<file path="src/rtl/control_unit_seq.sv">
// control_unit_seq: FETCH/DECODE/EXEC accumulator core with external program
// and data memories, built-in ALU, CALL/RET stack, sticky stack fault and
// registered flags {borrow, carry, equal, greater, lesser}.
// Optional: SINGLE_STEP_EN adds a 'step' input and a WAIT state after EXEC.
module control_unit_seq #(
    parameter int DATA_W      = 4,
    parameter int ADDR_W      = 4,
    parameter int PC_W        = 8,
    parameter int STACK_DEPTH = 4
) (
    input  logic              clk,
    input  logic              reset_n,
    output logic [PC_W-1:0]   imem_addr,
    input  logic [ADDR_W+3:0] imem_data,
    output logic [ADDR_W-1:0] dmem_addr,
    input  logic [DATA_W-1:0] dmem_rdata,
    output logic [DATA_W-1:0] dmem_wdata,
    output logic              dmem_we,
    input  logic [DATA_W-1:0] in_port,
    output logic [DATA_W-1:0] out_port,
    output logic [DATA_W-1:0] acc,
    output logic [4:0]        flags,
    output logic              halted,
    output logic              fault
`ifdef SINGLE_STEP_EN
    ,
    input  logic              step
`endif
);

    localparam int SP_W  = $clog2(STACK_DEPTH + 1);
    localparam int IDX_W = (STACK_DEPTH > 1) ? $clog2(STACK_DEPTH) : 1;

    localparam int FL_BORROW = 4;
    localparam int FL_CARRY  = 3;
    localparam int FL_EQ     = 2;
    localparam int FL_GT     = 1;
    localparam int FL_LT     = 0;

    localparam logic [3:0] OP_HALT = 4'h0, OP_ADD = 4'h1, OP_SUB = 4'h2, OP_AND = 4'h3,
                           OP_OR   = 4'h4, OP_XOR = 4'h5, OP_CMP = 4'h6, OP_JMP = 4'h7,
                           OP_JZ   = 4'h8, OP_JNZ = 4'h9, OP_CALL = 4'hA, OP_IN = 4'hB,
                           OP_LDA  = 4'hC, OP_STA = 4'hD, OP_OUT = 4'hE, OP_LDI = 4'hF;

    typedef enum logic [2:0] {S_FETCH, S_DECODE, S_EXEC, S_HALT, S_WAIT} state_t;

`ifdef SINGLE_STEP_EN
    localparam state_t S_AFTER = S_WAIT;
`else
    localparam state_t S_AFTER = S_FETCH;
`endif

    state_t              r_state;
    logic [PC_W-1:0]     r_pc;
    logic [ADDR_W+3:0]   r_ir;
    logic [DATA_W-1:0]   r_acc;
    logic [4:0]          r_flags;
    logic [DATA_W-1:0]   r_out;
    logic [PC_W-1:0]     r_imem_addr;
    logic [ADDR_W-1:0]   r_dmem_addr;
    logic [DATA_W-1:0]   r_dmem_wdata;
    logic                r_dmem_we;
    logic                r_halted;
    logic                r_fault;
    logic [SP_W-1:0]     r_sp;
    logic [PC_W-1:0]     r_stack [STACK_DEPTH];

    // Decoded fields and datapath results used by EXEC
    logic [3:0]          w_op;
    logic [ADDR_W-1:0]   w_opnd;
    logic [DATA_W-1:0]   w_m;
    logic [DATA_W:0]     w_sum;
    logic [2*DATA_W-1:0] w_cat;
    logic [PC_W-1:0]     w_far;
    logic [PC_W-1:0]     w_near;
    logic [PC_W-1:0]     w_pc_inc;
    logic                w_is_ret;
    logic                w_acc_zero;
    logic [IDX_W-1:0]    w_push_idx;
    logic [IDX_W-1:0]    w_pop_idx;

    assign w_op       = r_ir[ADDR_W+3:ADDR_W];
    assign w_opnd     = r_ir[ADDR_W-1:0];
    assign w_m        = dmem_rdata;
    assign w_sum      = {1'b0, r_acc} + {1'b0, w_m};
    assign w_cat      = {r_acc, w_m};
    assign w_far      = w_cat[PC_W-1:0];
    assign w_near     = PC_W'(w_m);
    assign w_pc_inc   = r_pc + PC_W'(1);
    assign w_is_ret   = &w_opnd;
    assign w_acc_zero = (r_acc == '0);
    assign w_push_idx = IDX_W'(r_sp);
    assign w_pop_idx  = IDX_W'(r_sp - SP_W'(1));

    assign imem_addr  = r_imem_addr;
    assign dmem_addr  = r_dmem_addr;
    assign dmem_wdata = r_dmem_wdata;
    assign dmem_we    = r_dmem_we;
    assign out_port   = r_out;
    assign acc        = r_acc;
    assign flags      = r_flags;
    assign halted     = r_halted;
    assign fault      = r_fault;

    // Sequencer and execute datapath; the write strobe self-clears every cycle
    always_ff @(posedge clk or negedge reset_n) begin
        if (!reset_n) begin
            r_state      <= S_FETCH;
            r_pc         <= '0;
            r_ir         <= '0;
            r_acc        <= '0;
            r_flags      <= '0;
            r_out        <= '0;
            r_imem_addr  <= '0;
            r_dmem_addr  <= '0;
            r_dmem_wdata <= '0;
            r_dmem_we    <= 1'b0;
            r_halted     <= 1'b0;
            r_fault      <= 1'b0;
            r_sp         <= '0;
            for (int i = 0; i < STACK_DEPTH; i++) r_stack[i] <= '0;
        end else begin
            r_dmem_we <= 1'b0;
            case (r_state)
                S_FETCH: begin
                    r_imem_addr <= r_pc;
                    r_state     <= S_DECODE;
                end
                S_DECODE: begin
                    r_ir        <= imem_data;
                    r_dmem_addr <= imem_data[ADDR_W-1:0];
                    r_state     <= S_EXEC;
                end
                S_EXEC: begin
                    r_pc    <= w_pc_inc;
                    r_state <= S_AFTER;
                    case (w_op)
                        OP_HALT: begin
                            r_pc     <= r_pc;
                            r_state  <= S_HALT;
                            r_halted <= 1'b1;
                        end
                        OP_ADD: begin
                            r_acc            <= w_sum[DATA_W-1:0];
                            r_flags[FL_CARRY] <= w_sum[DATA_W];
                        end
                        OP_SUB: begin
                            r_acc              <= r_acc - w_m;
                            r_flags[FL_BORROW] <= (r_acc < w_m);
                        end
                        OP_AND: r_acc <= r_acc & w_m;
                        OP_OR:  r_acc <= r_acc | w_m;
                        OP_XOR: r_acc <= r_acc ^ w_m;
                        OP_CMP: begin
                            r_flags[FL_LT] <= (r_acc < w_m);
                            r_flags[FL_GT] <= (r_acc > w_m);
                            r_flags[FL_EQ] <= (r_acc == w_m);
                        end
                        OP_JMP: r_pc <= w_far;
                        OP_JZ:  if (w_acc_zero)  r_pc <= w_near;
                        OP_JNZ: if (!w_acc_zero) r_pc <= w_near;
                        OP_CALL: begin
                            // Stack misuse freezes the core at the offending instruction
                            if (w_is_ret) begin
                                if (r_sp == '0) begin
                                    r_pc     <= r_pc;
                                    r_fault  <= 1'b1;
                                    r_halted <= 1'b1;
                                    r_state  <= S_HALT;
                                end else begin
                                    r_pc <= r_stack[w_pop_idx];
                                    r_sp <= r_sp - SP_W'(1);
                                end
                            end else if (r_sp == SP_W'(STACK_DEPTH)) begin
                                r_pc     <= r_pc;
                                r_fault  <= 1'b1;
                                r_halted <= 1'b1;
                                r_state  <= S_HALT;
                            end else begin
                                r_stack[w_push_idx] <= w_pc_inc;
                                r_sp                <= r_sp + SP_W'(1);
                                r_pc                <= w_far;
                            end
                        end
                        OP_IN: begin
                            r_dmem_wdata <= in_port;
                            r_dmem_we    <= 1'b1;
                        end
                        OP_LDA: r_acc <= w_m;
                        OP_STA: begin
                            r_dmem_wdata <= r_acc;
                            r_dmem_we    <= 1'b1;
                        end
                        OP_OUT: r_out <= w_m;
                        OP_LDI: r_acc <= DATA_W'(w_opnd);
                    endcase
                end
`ifdef SINGLE_STEP_EN
                S_WAIT: if (step) r_state <= S_FETCH;
`endif
                S_HALT: r_state <= S_HALT;
                default: r_state <= S_FETCH;
            endcase
        end
    end

endmodule

</file>
<file path="config.mk">
export PLATFORM = sky130hd
export DESIGN_NAME = control_unit_seq
export DESIGN_NICKNAME = d
export VERILOG_FILES = /design/src/rtl/control_unit_seq.sv
export SDC_FILE = /design/constraint.sdc
export NUM_CORES = 1
export LEC_CHECK = 0
export CORE_AREA = 10 10 90 131
export DETAILED_ROUTE_END_ITERATION = 8
export DIE_AREA = 0 0 100 141
export PLACE_DENSITY = 0.7
export SYNTH_ARGS = -nofsm -noshare
export SYNTH_HDL_FRONTEND = slang
export SYNTH_SLANG_ARGS = --single-unit
</file>
<file path="constraint.sdc">
create_clock -name clk -period 2.55 [get_ports clk]
set_clock_uncertainty 0.2 [all_clocks]
set_input_delay 0.51 -clock clk [delete_from_list [all_inputs] [get_ports clk]]
set_output_delay 0.51 -clock clk [all_outputs]
set_load 0.02 [all_outputs]
</file>
# Word level (Yosys, flattened, before mapping)
# Index checks and enable logic that the tools add are counted.
dict set report op_classes {
  order_cmp 5
  n_reduce_logical 22
  bitwise 8
  add_sub_neg 5
  eq_ne 27
  muxes 28
}
# operator n
set op_table {}
lappend op_table {{8-bit 2-to-1 mux} 8}
lappend op_table {{8-bit case mux with 5 select lines} 1}
lappend op_table {{32-bit bitwise mux} 1}
lappend op_table {{4-bit equality test, second input constant} 8}
lappend op_table {{4-bit case mux with 7 select lines} 1}
lappend op_table {{4-bit AND reduction} 6}
lappend op_table {{8-bit binary-select mux with 2-bit select} 1}
lappend op_table {{8-bit demux with 2-bit select} 1}
lappend op_table {{4-bit by 3-bit equality test with 1-bit output, second input constant} 4}
lappend op_table {{3-bit 2-to-1 mux} 4}
lappend op_table {{3-bit != test, second input constant} 4}
lappend op_table {{3-bit case mux with 4 select lines} 1}
lappend op_table {{2-bit AND reduction} 6}
lappend op_table {{8-bit by 1-bit adder with 8-bit output, second input constant} 1}
lappend op_table {{4-bit by 2-bit equality test with 1-bit output, second input constant} 2}
lappend op_table {{4-bit logical NOT} 2}
lappend op_table {{4-bit case mux with 2 select lines} 1}
lappend op_table {{7-bit nonzero test} 1}
lappend op_table {{3-bit by 2-bit equality test with 1-bit output, second input constant} 2}
lappend op_table {{3-bit >= comparator, second input constant} 2}
lappend op_table {{3-bit logical NOT} 2}
lappend op_table {{2-bit NOT with 3-bit output} 2}
lappend op_table {{3-bit case mux with 2 select lines} 1}
lappend op_table {{2-bit nonzero test} 3}
lappend op_table {{22 further kinds} 30}
dict set report word_totals {
  reg_bits 86
  in_bits 18
}

# Longest topological paths before layout
# Gate-level depths: netlist of run 1.
dict set report depth {
  word_depth 8
  ltp_mapped 9
}

# Worst setup path after synthesis of run 1
# No wires, ideal clock.
dict set report synth_path {
  path_type {reg2reg}
  start {register r_acc[1], in the netlist acc[1]}
  end {register r_acc[3], in the netlist acc[3]}
  arrival_time_ns 2.197
  path_buffers 0
  stages_incl_launch_ff 8
  slack_ns 0.071
  synth_period_minus_slack_ns 2.479
  path_cell_list {dfrtp_1 -> inv_1 -> ha_1 -> nor3_2 -> or4_4 -> a2111oi_4 -> o21ai_1 -> a31oi_1}
}
dict set report synth_between {
  elab_chain_cells 2
  elab_cells_between_ends 3
}
# item line_no
set synth_rtl {}
lappend synth_rtl {{start: declaration} 56} ;# logic [DATA_W-1:0] r_acc;
lappend synth_rtl {{start signal: assignment} 144} ;# r_acc <= w_sum[DATA_W-1:0];
lappend synth_rtl {{start signal: assignment} 148} ;# r_acc <= r_acc - w_m;
lappend synth_rtl {{start signal: assignment} 151} ;# OP_AND: r_acc <= r_acc & w_m;
lappend synth_rtl {{4-bit subtractor / 4-bit by 4-bit adder with 5-bit output (equally long branches)} {148, 85}}
lappend synth_rtl {{4-bit case mux with 7 select lines *} 137} ;# case (w_op)
# Mark *: on every way between the ends. The rest lies on a longest branch, timed or not.
# A chain may end at the register's enable or synchronous reset.

# Worst setup path in the final report of run 1
dict set report layout_path {
  start {input port dmem_rdata[2]}
  end {register r_acc[3], in the netlist acc[3]}
}
dict set report layout_between {
  elab_chain_cells 2
  elab_cells_between_ends 3
}
# item line_no
set layout_rtl {}
lappend layout_rtl {{start: declaration} 16} ;# input logic [DATA_W-1:0] dmem_rdata,
lappend layout_rtl {{4-bit subtractor / 4-bit by 4-bit adder with 5-bit output (equally long branches)} {148, 85}}
lappend layout_rtl {{4-bit case mux with 7 select lines *} 137}
lappend layout_rtl {{end signal: assignment} 148}
lappend layout_rtl {{end signal: assignment} 151}
lappend layout_rtl {{end signal: assignment} 152} ;# OP_OR: r_acc <= r_acc | w_m;
# Marked as above.

==> results_tabular.tex, run 1 <==
\begin{tabular}{lr}
\hline
Metric & Value \\
\hline
\multicolumn{2}{l}{\textbf{Final layout}} \\
\quad Final core occ & 61.0\% \\
\quad Layout filler cell count & $\sim$810 \\
\quad Diodes inserted & 0 \\
\quad Share of final-layout standard cells stronger than drive strength 1 & 20.5\% \\
\quad Number of non-filler instances in the completed layout & 656 \\
\quad P\&R area growth vs syn & 25.7\% \\
\quad Net count, final & 574 \\
\multicolumn{2}{l}{\textbf{Timing}} \\
\quad Rel. slew slack & 60.0\% \\
\quad Final number of hold-violating endpoints & 0 \\
\quad Max Slew Vio Count & 0 \\
\quad Period utilization & a little over nine tenths \\
\quad Tightest Pin Transition & between 0.5 and 0.6 ns \\
\quad RSZ-0062 raised after global routing & false \\
\quad Sum of negative setup slack & 0 ns \\
\quad Minimum clock period & around 2.4 ns \\
\quad Worst hold slack & about 0.27 ns \\
\quad Number of setup violations in the final report & 0 \\
\quad Highest Clock Rate & about 410 MHz \\
\multicolumn{2}{l}{\textbf{Outcome}} \\
\quad Outcome & finished clean \\
\multicolumn{2}{l}{\textbf{Global routing}} \\
\quad Via count of the first global-routing pass & a little over 4000 \\
\quad Global-route wire length before repair & 20800 um \\
\quad Global routing usage summed across all routing layers & 18.3\% \\
\quad Remaining Overflow, GRT & 0 \\
\quad Pin count of the biggest net entering global routing & 46 \\
\quad Antenna violations before repair & 0 \\
\multicolumn{2}{l}{\textbf{Floorplanning}} \\
\quad Num rows & 44 \\
\quad Floorplan core area & about 0.0095 mm2 \\
\quad Die area & 0.0141 mm2 \\
\quad Overall die width & around 100 um \\
\quad Initial Utilization & 48.5\% \\
\quad \# IOs & 50 \\
\quad Die height & about 140 um \\
\multicolumn{2}{l}{\textbf{Logic synthesis}} \\
\quad Prevailing post-synth register cell & dfrtp\_1 \\
\quad Synthesized instance count & about 460 \\
\quad Proportion of synthesized chip area in sequential cells & 43.9\% \\
\quad Mapped Area & between 0.004 and 0.005 mm2 \\
\quad Share of synthesized registers carrying an async set or reset & 100\% \\
\quad Number of enable flip-flop cells after synthesis & 0 \\
\quad Post-synthesis register bit count & roughly 80 \\
\quad Nets in the synthesized netlist & roughly 490 \\
\quad Mapped Avg Cell Area & between 10 and 15 um2 \\
\quad Yosys warnings & 0 \\
\quad Distinct cell type count after synthesis & 66 \\
\multicolumn{2}{l}{\textbf{Run}} \\
\quad Max-cap violations & 0 \\
\multicolumn{2}{l}{\textbf{Clock tree}} \\
\quad Clock buffers created by TritonCTS & 9 \\
\quad Maximum clock insertion buffer count & 2 \\
\quad Number of clock sinks & 81 \\
\quad Clock latency on the worst-skew pair & roughly 0.35 ns \\
\quad Clock slew at reported path FFs & approximately 0.070 ns \\
\quad H-tree depth reported by CTS & 3 \\
\quad TritonCTS clock tree & done \\
\quad Post-CTS Setup Bufs & 0 \\
\quad Clk Tree Root Cell & clkbuf\_16 \\
\multicolumn{2}{l}{\textbf{Detailed routing}} \\
\quad WL/cell & between 15 and 20 um \\
\quad Iteration-0 DRC count of the detailed router & 200 \\
\quad Length of the first detailed-routing pass in iterations & 4 \\
\quad Via density per instance & 5.79 \\
\quad Final WL & roughly 13000 um \\
\quad Number of vias in the routed layout & $\sim$3800 \\
\quad Count of unresolved DRC violations after routing & 0 \\
\quad Antenna-violating nets left & 0 \\
\multicolumn{2}{l}{\textbf{Power}} \\
\quad Combinational cell fraction of total power & between 50\% and 60\% \\
\quad Clock power frac & between 10\% and 20\% \\
\quad P\_leak & roughly 2.6 nW \\
\quad VDD IR max & a little under 600 uV \\
\quad Switch Pwr & between 0.003 and 0.004 W \\
\quad PD cells & 1310 mW/mm2 \\
\quad Final Total Pwr & 0.00762 W \\
\quad Switch share & 41.9\% \\
\quad Cell internal power dissipation & roughly 0.0044 W \\
\quad Part of the total power dissipated in sequential elements & 30.5\% \\
\multicolumn{2}{l}{\textbf{Placed design}} \\
\quad Placed instance count & about 640 \\
\quad Gpl congestion & about 1.0 \\
\quad Detailed placer's ending HPWL & between 9000 and 10000 um \\
\quad Number of buffers added on ports & a little under 50 \\
\multicolumn{2}{l}{\textbf{Worst setup path}} \\
\quad Maximum net fanout on the critical path & 3 \\
\quad Type of the worst setup path & input port to flip-flop \\
\quad Required time of the worst setup path & 2.62 ns \\
\quad Endpoint type of the worst setup path & flip-flop \\
\quad Critical path startpoint category & input port \\
\quad Endpoint arrival time on the critical path & about 2.5 ns \\
\multicolumn{2}{l}{\textbf{Worst hold path}} \\
\quad Hold Crit Class & flip-flop to flip-flop \\
\hline
\end{tabular}
-- registers in the layout, summed over array words and instances (netlist names), 4 cells and up --
register	count
acc	4
r_ir	8
flags	5
dmem_wdata	4
imem_addr	8
r_stack	32
r_pc	8
out_port	4
-- per-layer routing --
layer	vias to the layer above	part of all wire [%]	wire length (um)	global-route usage, %
met5	-	0	0	0
met4	0	4.7	585	11.0
met3	34	3.9	486	3.08
met2	98	54	6840	33.5
met1	1863	37	4670	18.7
li1	1804	-	-	-
-- synthesized netlist by cell type, drive strengths merged (7+ instances only) --
cell type	n	area share, %
inv	19	1.5
xor2	7	1.3
buf	20	2.6
mux2	25	6.1
nor2	22	1.8
dfrtp	81	44
nand2	66	5.4
mux4	8	3.9
a21oi	19	2.1
nor2b	9	1.2
nand3	9	0.98
o21ai	54	5.9
ha	18	4.9
-- final cells by class --
cell class	instances	area, um2	share of cell area [%]
multi-input combinational	330	2410	41.5
sequential	81	2030	34.9
clock buffer	9	225	3.88
timing repair buffer	95	848	14.6
tap	115	144	2.48
inverter	19	71.3	1.23
clock inverter	7	83.8	1.44
-- worst max-delay path: stages --
cell and delay (ns):
clkdlybuf4s50_1 0.50, inv_2 0.07, buf_4 0.14, ha_1 0.20
or4_4 0.55, a2111oi_4 0.29, o21ai_1 0.09, a31oi_1 0.14
-- power by group through the flow --
| stage | Combinational, W | Sequential (W) | Clock [W] |
|---|---|---|---|
| global route | 0.00429 | 0.00239 | 0.00142 |
| CTS | 0.00392 | 0.00232 | 0.00138 |
| detailed placement | 0.00388 | 0.00234 | 0 |
| global placement | 0.00381 | 0.00230 | 0 |
| floorplan | 0.00231 | 0.00242 | 0 |
| finish | 0.00393 | 0.00232 | 0.00136 |
-- kinds of logic (layout without fill, tap and decap cells) --
logic type,count (synthesis),count (layout),synth area share [%]
AO/OA/AOI/OAI,119,119,16.6
XOR/XNOR,11,11,2.25
multiplexers,38,38,11.1
AND/OR/NAND/NOR,142,142,15.9
buffers and inverters,44,130,4.55
flip-flops,81,81,43.9
adder cells (fa/ha/maj),20,20,5.74
-- final timing paths --
path                          startpoint      endpoint  slack (ns)  depth (start not counted)
min in group asynchronous        reset_n   out_port[3]        0.47                          2
setup / recovery           dmem_rdata[2]        acc[3]        0.13                          8
max in group asynchronous        reset_n  imem_addr[4]        1.05                          3
hold / removal                    halted        halted        0.27                          1
setup reg to reg                  acc[1]       r_pc[5]        0.15                          5
hold reg to reg                   halted        halted        0.27                          1
-- cells in the final DEF (no fill, tap or decap), drive strengths merged, types with 5 or more instances in the layout --
| cell type | n |
|---|---|
| mux2 | 25 |
| nor2b | 9 |
| mux4 | 8 |
| a221oi | 5 |
| a21oi | 19 |
| mux2i | 5 |
| ha | 18 |
| nand4 | 5 |
| buf | 46 |
| dfrtp | 81 |
| inv | 23 |
| nand2b | 5 |
| clkbuf | 9 |
| clkdlybuf4s50 | 48 |
| o21ai | 54 |
| nor2 | 22 |
| a31oi | 5 |
| xor2 | 7 |
| nand3 | 9 |
| nand2 | 66 |
-- timing repair --
action | 4_1_cts | 5_1_grt
hold buffers | 1 | 0
endpoints found under the hold margin | 36 | 0
gates resized for setup | 0 | 4
endpoints found under the setup margin | 0 | 1
-- per-stage QoR --
stage | instance area [um2] | setup slack [ns]
5_1_grt | 5810 | 0.0169
2_1_floorplan | 4620 | 0.0715
3_3_place_gp | 5460 | -0.298
6_report | 5810 | 0.133
3_5_place_dp | 5460 | -0.319
4_1_cts | 5780 | 0.0230
No activity file was read; power rests on OpenSTA's default activity.
==> run 2, diff against run 1 <==
--- a/config.mk
+++ b/config.mk
@@ -8,7 +8,7 @@
 export CORE_AREA = 10 10 90 131
 export DETAILED_ROUTE_END_ITERATION = 8
 export DIE_AREA = 0 0 100 141
-export PLACE_DENSITY = 0.7
+export PLACE_DENSITY = 0.73
 export SYNTH_ARGS = -nofsm -noshare
 export SYNTH_HDL_FRONTEND = slang
 export SYNTH_SLANG_ARGS = --single-unit
==> results_tabular.tex, run 2 (synthesis gave the netlist of run 1 again) <==
\begin{tabular}{lr}
\hline
Metric & Value \\
\hline
\multicolumn{2}{l}{\textbf{Detailed routing}} \\
\quad Iteration-0 DRC count of the detailed router & 202 \\
\quad Final WL & 12700 um \\
\quad WL/cell & 19.3 um \\
\quad Length of the first detailed-routing pass in iterations & 5 \\
\quad Via density per instance & between 5 and 6 \\
\quad Antenna-violating nets left & 0 \\
\quad Number of vias in the routed layout & slightly below 4000 \\
\quad Count of unresolved DRC violations after routing & 0 \\
\multicolumn{2}{l}{\textbf{Power}} \\
\quad Combinational cell fraction of total power & 52.6\% \\
\quad Clock power frac & roughly 17\% \\
\quad Final Total Pwr & 0.00760 W \\
\quad Part of the total power dissipated in sequential elements & between 30\% and 40\% \\
\quad VDD IR max & 622 uV \\
\quad Cell internal power dissipation & around 0.0044 W \\
\quad Switch Pwr & approximately 0.0032 W \\
\quad P\_leak & approximately 2.6 nW \\
\quad Switch share & roughly two fifths \\
\quad PD cells & $\sim$1300 mW/mm2 \\
\multicolumn{2}{l}{\textbf{Timing}} \\
\quad Max Slew Vio Count & 0 \\
\quad RSZ-0062 raised after global routing & false \\
\quad Period utilization & 96.3\% \\
\quad Final number of hold-violating endpoints & 0 \\
\quad Tightest Pin Transition & 0.621 ns \\
\quad Final setup margin & between 0.09 and 0.1 ns \\
\quad Highest Clock Rate & just over 400 MHz \\
\quad Rel. slew slack & approximately three fifths \\
\quad Number of setup violations in the final report & 0 \\
\quad Minimum clock period & $\sim$2.5 ns \\
\multicolumn{2}{l}{\textbf{Worst hold path}} \\
\quad Min-Delay Startpoint & halted \\
\quad Number of instances on the worst hold path & 1 \\
\quad Hold Crit Class & flip-flop to flip-flop \\
\quad Endpoint of the worst hold-timing path & halted \\
\multicolumn{2}{l}{\textbf{Final layout}} \\
\quad Register with the most flip-flops & r\_stack \\
\quad Most common cell after layout, fill and taps aside & dfrtp\_1 \\
\quad Combined flip-flop and latch cell area & between 0.002 and 0.0025 mm2 \\
\quad Leading cell types in the layout, fill and taps excluded & dfrtp\_1, nand2\_1, o21ai\_0 \\
\quad Layout filler cell count & roughly 770 \\
\quad Largest register FFs & 32 \\
\quad Share of final-layout standard cells stronger than drive strength 1 & between 20\% and 30\% \\
\quad Diodes inserted & 0 \\
\quad Multi-input gate area & around 0.0024 mm2 \\
\quad P\&R area growth vs syn & 25.8\% \\
\quad Net count, final & around 580 \\
\multicolumn{2}{l}{\textbf{Worst setup path}} \\
\quad Logic depth of the worst register-to-register path & 5 \\
\quad Endpoint type of the worst setup path & flip-flop \\
\quad Slowest cell on the critical path & or4\_4 \\
\quad Cell-by-cell listing of the critical path & clkdlybuf4s50\_1 > inv\_1 > ha\_1 > or4\_4 > a2111oi\_4 > o21ai\_1 > a31oi\_1 \\
\quad Path length in cells of the critical path & 7 \\
\quad Required time of the worst setup path & 2.61 ns \\
\quad Buffers \& Inverters on Critical Path & 2 \\
\quad Delay-heaviest family, CP & compound AO/OA/AOI/OAI gates \\
\quad Critical path startpoint category & input port \\
\quad Type of the worst setup path & input port to flip-flop \\
\quad Setup slack of the worst register-to-register path & 0.11 ns \\
\quad Beginning of the worst register-to-register path & r\_ir[6] \\
\quad Terminus of the critical flop-to-flop path & r\_pc[7] \\
\quad Maximum net fanout on the critical path & 2 \\
\quad Worst stage delay on the critical path & 0.53 ns \\
\quad Endpoint arrival time on the critical path & roughly 2.5 ns \\
\multicolumn{2}{l}{\textbf{Floorplanning}} \\
\quad Die height & roughly 140 um \\
\quad Floorplan core area & 0.00952 mm2 \\
\quad Die area & 0.0141 mm2 \\
\quad Num rows & 44 \\
\quad \# IOs & 50 \\
\quad Initial Utilization & 48.5\% \\
\quad Overall die width & roughly 100 um \\
\multicolumn{2}{l}{\textbf{Clock tree}} \\
\quad Maximum clock insertion buffer count & 2 \\
\quad TritonCTS clock tree & done \\
\quad Clock buffers created by TritonCTS & 9 \\
\quad Number of clock sinks & 81 \\
\quad H-tree depth reported by CTS & 3 \\
\quad Clock latency on the worst-skew pair & about 0.34 ns \\
\quad Clock slew at reported path FFs & $\sim$0.06 ns \\
\quad Clk Tree Root Cell & clkbuf\_16 \\
\multicolumn{2}{l}{\textbf{Global routing}} \\
\quad Pin count of the biggest net entering global routing & 37 \\
\quad Global routing usage summed across all routing layers & 18.1\% \\
\quad Remaining Overflow, GRT & 0 \\
\quad Via count of the first global-routing pass & around 4000 \\
\quad Global-route wire length before repair & a little over 20000 um \\
\quad Antenna violations before repair & 0 \\
\multicolumn{2}{l}{\textbf{Placed design}} \\
\quad Detailed placer's ending HPWL & 9720 um \\
\quad Dpl ws & -0.360 ns \\
\quad Gpl congestion & 0.945 \\
\quad Number of buffers added on ports & about 50 \\
\multicolumn{2}{l}{\textbf{Run}} \\
\quad Max-cap violations & 0 \\
\multicolumn{2}{l}{\textbf{Outcome}} \\
\quad Outcome & finished clean \\
\hline
\end{tabular}
[run 2: area by class of cell]
type | count | share of cell area [%]
multi-input cells | 330 | 41.6
flip-flops and latches | 81 | 34.9
clock inverters | 5 | 0.969
repair buffers | 97 | 14.9
clock buffers | 10 | 3.94
well taps | 115 | 2.48
inverters | 19 | 1.23
[run 2: layer usage]
layer | global-route usage [%] | wire (um) | vias to the layer above
li1 | - | - | 1806
met1 | 18.7 | 4750 | 1917
met2 | 33.1 | 6880 | 106
met3 | 3.57 | 503 | 35
met4 | 10.0 | 552 | 0
met5 | 0 | 0 | -
[run 2: per-stage QoR]
step	util (%)	area (um2)	TNS [ns]	hold WS [ns]	instances
global placement	57.5	5480	-0.326	0.243	641
finish	61.0	5810	0	0.272	657
global route	61.0	5810	0	0.292	657
CTS	60.7	5780	0	0.268	657
detailed placement	57.5	5480	-0.449	0.248	641
floorplan	-	4620	0	0.0144	455
[run 2: power by group through the flow]
| stage | sequential, W | combinational [W] | clock [W] |
|---|---|---|---|
| after global routing | 0.00238 | 0.00436 | 0.00134 |
| after detailed placement | 0.00233 | 0.00391 | 0 |
| after CTS | 0.00231 | 0.00396 | 0.00130 |
| after global placement | 0.00229 | 0.00385 | 0 |
| after floorplan | 0.00242 | 0.00231 | 0 |
| final | 0.00233 | 0.00400 | 0.00127 |
[run 2: timing repair]
item	4_1_cts	5_1_grt
hold buffers	1	0
endpoints found under the setup margin	1	2
hold endpoints to repair	32	0
gates resized for setup	1	8
pin swaps	1	2
buffers inserted	0	0
[run 2: worst max path at each step]
stage	from	to	slack [ns]
2_1_floorplan	acc[1]	acc[3]	0.07
3_5_place_dp	dmem_rdata[2]	acc[3]	-0.36
4_1_cts	dmem_rdata[2]	acc[3]	0.02
6_report	dmem_rdata[3]	acc[3]	0.09
3_3_place_gp	dmem_rdata[2]	acc[3]	-0.29
5_1_grt	dmem_rdata[3]	acc[3]	0.02
==> run 3, diff against run 2 <==
--- a/config.mk
+++ b/config.mk
@@ -9,6 +9,8 @@
 export DETAILED_ROUTE_END_ITERATION = 8
 export DIE_AREA = 0 0 100 141
 export PLACE_DENSITY = 0.73
+export SETUP_SLACK_MARGIN = 0.5
+export SLEW_MARGIN = 20
 export SYNTH_ARGS = -nofsm -noshare
 export SYNTH_HDL_FRONTEND = slang
 export SYNTH_SLANG_ARGS = --single-unit
==> results_tabular.tex, run 3 (synthesis gave the netlist of run 1 again) <==
\begin{tabular}{lr}
\hline
Metric & Value \\
\hline
\multicolumn{2}{l}{\textbf{Timing}} \\
\quad Worst hold slack & 0.250 ns \\
\quad RSZ-0062 raised after global routing & true \\
\quad Minimum clock period & between 2 and 2.5 ns \\
\quad Max Slew Vio Count & 0 \\
\quad Highest Clock Rate & between 400 and 500 MHz \\
\quad Period utilization & $\sim$86\% \\
\quad Number of setup violations in the final report & 0 \\
\quad Rel. slew slack & between 60\% and 70\% \\
\quad Final number of hold-violating endpoints & 0 \\
\quad Tightest Pin Transition & between 0.5 and 0.6 ns \\
\multicolumn{2}{l}{\textbf{Global routing}} \\
\quad Via count of the first global-routing pass & approximately 4000 \\
\quad Global routing usage summed across all routing layers & a little under a fifth \\
\quad Busiest layer in global routing & met2 \\
\quad Grt met2 use & 33.3\% \\
\quad Antenna violations before repair & 0 \\
\quad Remaining Overflow, GRT & 0 \\
\quad Met1 Resource Use GR & 18.4\% \\
\quad Global-route wire length before repair & around 21000 um \\
\quad Pin count of the biggest net entering global routing & 50 \\
\quad Grt met3 use & approximately 3.8\% \\
\multicolumn{2}{l}{\textbf{Detailed routing}} \\
\quad WL/cell & between 15 and 20 um \\
\quad Count of unresolved DRC violations after routing & 0 \\
\quad Iteration-0 DRC count of the detailed router & around 260 \\
\quad Antenna-violating nets left & 0 \\
\quad Final WL & around 13000 um \\
\quad Length of the first detailed-routing pass in iterations & 5 \\
\quad Number of vias in the routed layout & 4016 \\
\quad Via density per instance & slightly below 6 \\
\multicolumn{2}{l}{\textbf{Final layout}} \\
\quad Diodes inserted & 0 \\
\quad Final design instance area without fill & 0.00613 mm2 \\
\quad Leading cell types in the layout, fill and taps excluded & dfrtp\_1, nand2\_1, buf\_4 \\
\quad Register with the most flip-flops & r\_stack \\
\quad P\&R area growth vs syn & 32.7\% \\
\quad Layout filler cell count & approximately 700 \\
\quad Share of final-layout standard cells stronger than drive strength 1 & around 31\% \\
\quad Largest register FFs & 32 \\
\quad Net count, final & just under 600 \\
\quad Most common cell after layout, fill and taps aside & dfrtp\_1 \\
\multicolumn{2}{l}{\textbf{Power}} \\
\quad Cell internal power dissipation & between 0.004 and 0.005 W \\
\quad P\_leak & between 2 and 3 nW \\
\quad Part of the total power dissipated in sequential elements & between 20\% and 30\% \\
\quad Combinational cell fraction of total power & 55.9\% \\
\quad VDD IR max & 667 uV \\
\quad Switch Pwr & approximately 0.0034 W \\
\quad Clock power frac & around 15\% \\
\quad PD cells & about 1300 mW/mm2 \\
\quad Switch share & between 40 and 50\% \\
\multicolumn{2}{l}{\textbf{Floorplanning}} \\
\quad Die height & 141 um \\
\quad Overall die width & approximately 100 um \\
\quad \# IOs & 50 \\
\quad Initial Utilization & approximately half \\
\quad Floorplan core area & $\sim$0.0095 mm2 \\
\quad Die area & between 0.01 and 0.015 mm2 \\
\quad Num rows & 44 \\
\multicolumn{2}{l}{\textbf{Worst setup path}} \\
\quad Required time of the worst setup path & approximately 2.6 ns \\
\quad Critical path startpoint category & flip-flop \\
\quad Maximum net fanout on the critical path & 5 \\
\quad Endpoint arrival time on the critical path & 2.25 ns \\
\quad Beginning of the worst register-to-register path & acc[1] \\
\quad Endpoint type of the worst setup path & flip-flop \\
\quad Beginning of the critical path & acc[1] \\
\quad Type of the worst setup path & flip-flop to flip-flop \\
\multicolumn{2}{l}{\textbf{Clock tree}} \\
\quad Clock latency on the worst-skew pair & $\sim$0.34 ns \\
\quad H-tree depth reported by CTS & 3 \\
\quad Clock slew at reported path FFs & 0.06 ns \\
\quad Number of clock sinks & just over 80 \\
\quad Clk Tree Root Cell & clkbuf\_16 \\
\quad Maximum clock insertion buffer count & 2 \\
\quad Clock buffers created by TritonCTS & 9 \\
\quad TritonCTS clock tree & done \\
\multicolumn{2}{l}{\textbf{Placed design}} \\
\quad Number of buffers added on ports & around 50 \\
\quad Detailed placer's ending HPWL & between 9000 and 10000 um \\
\quad Gpl congestion & about 0.97 \\
\quad Area of placed instances & around 0.0055 mm2 \\
\multicolumn{2}{l}{\textbf{Worst hold path}} \\
\quad Min-Delay Startpoint & halted \\
\quad Hold Crit Class & flip-flop to flip-flop \\
\multicolumn{2}{l}{\textbf{Outcome}} \\
\quad Outcome & finished clean \\
\multicolumn{2}{l}{\textbf{Run}} \\
\quad Max-cap violations & 0 \\
\hline
\end{tabular}
-- run 3: worst max-delay path, stage by stage, from the launching register on --
cell       delay (ns)
dfrtp_2          0.45
inv_4            0.07
ha_4             0.27
nor3_2           0.05
or4_4            0.50
a2111oi_4        0.32
o21ai_1          0.10
a31oi_1          0.17
-- run 3: per-stage QoR --
stage	util, %	power, W	instances	TNS, ns	setup WS (ns)
6_report	64.4	0.00804	678	0	0.355
3_3_place_gp	57.3	0.00613	636	-0.311	-0.226
5_1_grt	64.4	0.00851	678	0	0.275
4_1_cts	62.6	0.00776	668	0	0.325
2_1_floorplan	-	0.00478	455	0	0.261
3_5_place_dp	57.3	0.00623	636	-0.432	-0.329
-- run 3: final timing paths --
kind / to / slack [ns] / depth (start not counted)
worst max-delay path: acc[3] / 0.35 / 7
worst min-delay path: halted / 0.25 / 1
worst max register to register: acc[3] / 0.35 / 7
worst min register to register: halted / 0.25 / 1
max in group asynchronous: r_stack[20] / 1.07 / 3
min in group asynchronous: out_port[1] / 0.46 / 2
-- run 3: routing by layer --
layer | share of wire, % | vias up
met2 | 54 | 145
met5 | 0 | -
met4 | 6.2 | 0
li1 | - | 1851
met3 | 4.6 | 55
met1 | 35 | 1965
-- run 3: repair_timing --
action                                  CTS  global route
resized for setup                        42            30
buffers inserted                         15            10
pin swaps                                 6             7
cloned                                    0             0
hold buffers                              1             0
hold endpoints to repair                 32             0
endpoints found under the setup margin   62            58
-- run 3: final cells by class --
type	instances	area [um2]	share of cell area (%)
multi-input cells	330	2560	41.8
flip-flops and latches	81	2040	33.2
clock buffers	9	225	3.67
clock inverters	7	53.8	0.878
well taps	115	144	2.35
repair buffers	117	1030	16.8
inverters	19	77.6	1.27
-- run 3: power by group through the flow --
stage	clock network [W]	registers (W)	logic, W
6_report	0.00122	0.00233	0.00449
5_1_grt	0.00129	0.00240	0.00482
4_1_cts	0.00124	0.00233	0.00419
3_5_place_dp	0	0.00237	0.00386
3_3_place_gp	0	0.00234	0.00378
2_1_floorplan	0	0.00242	0.00235
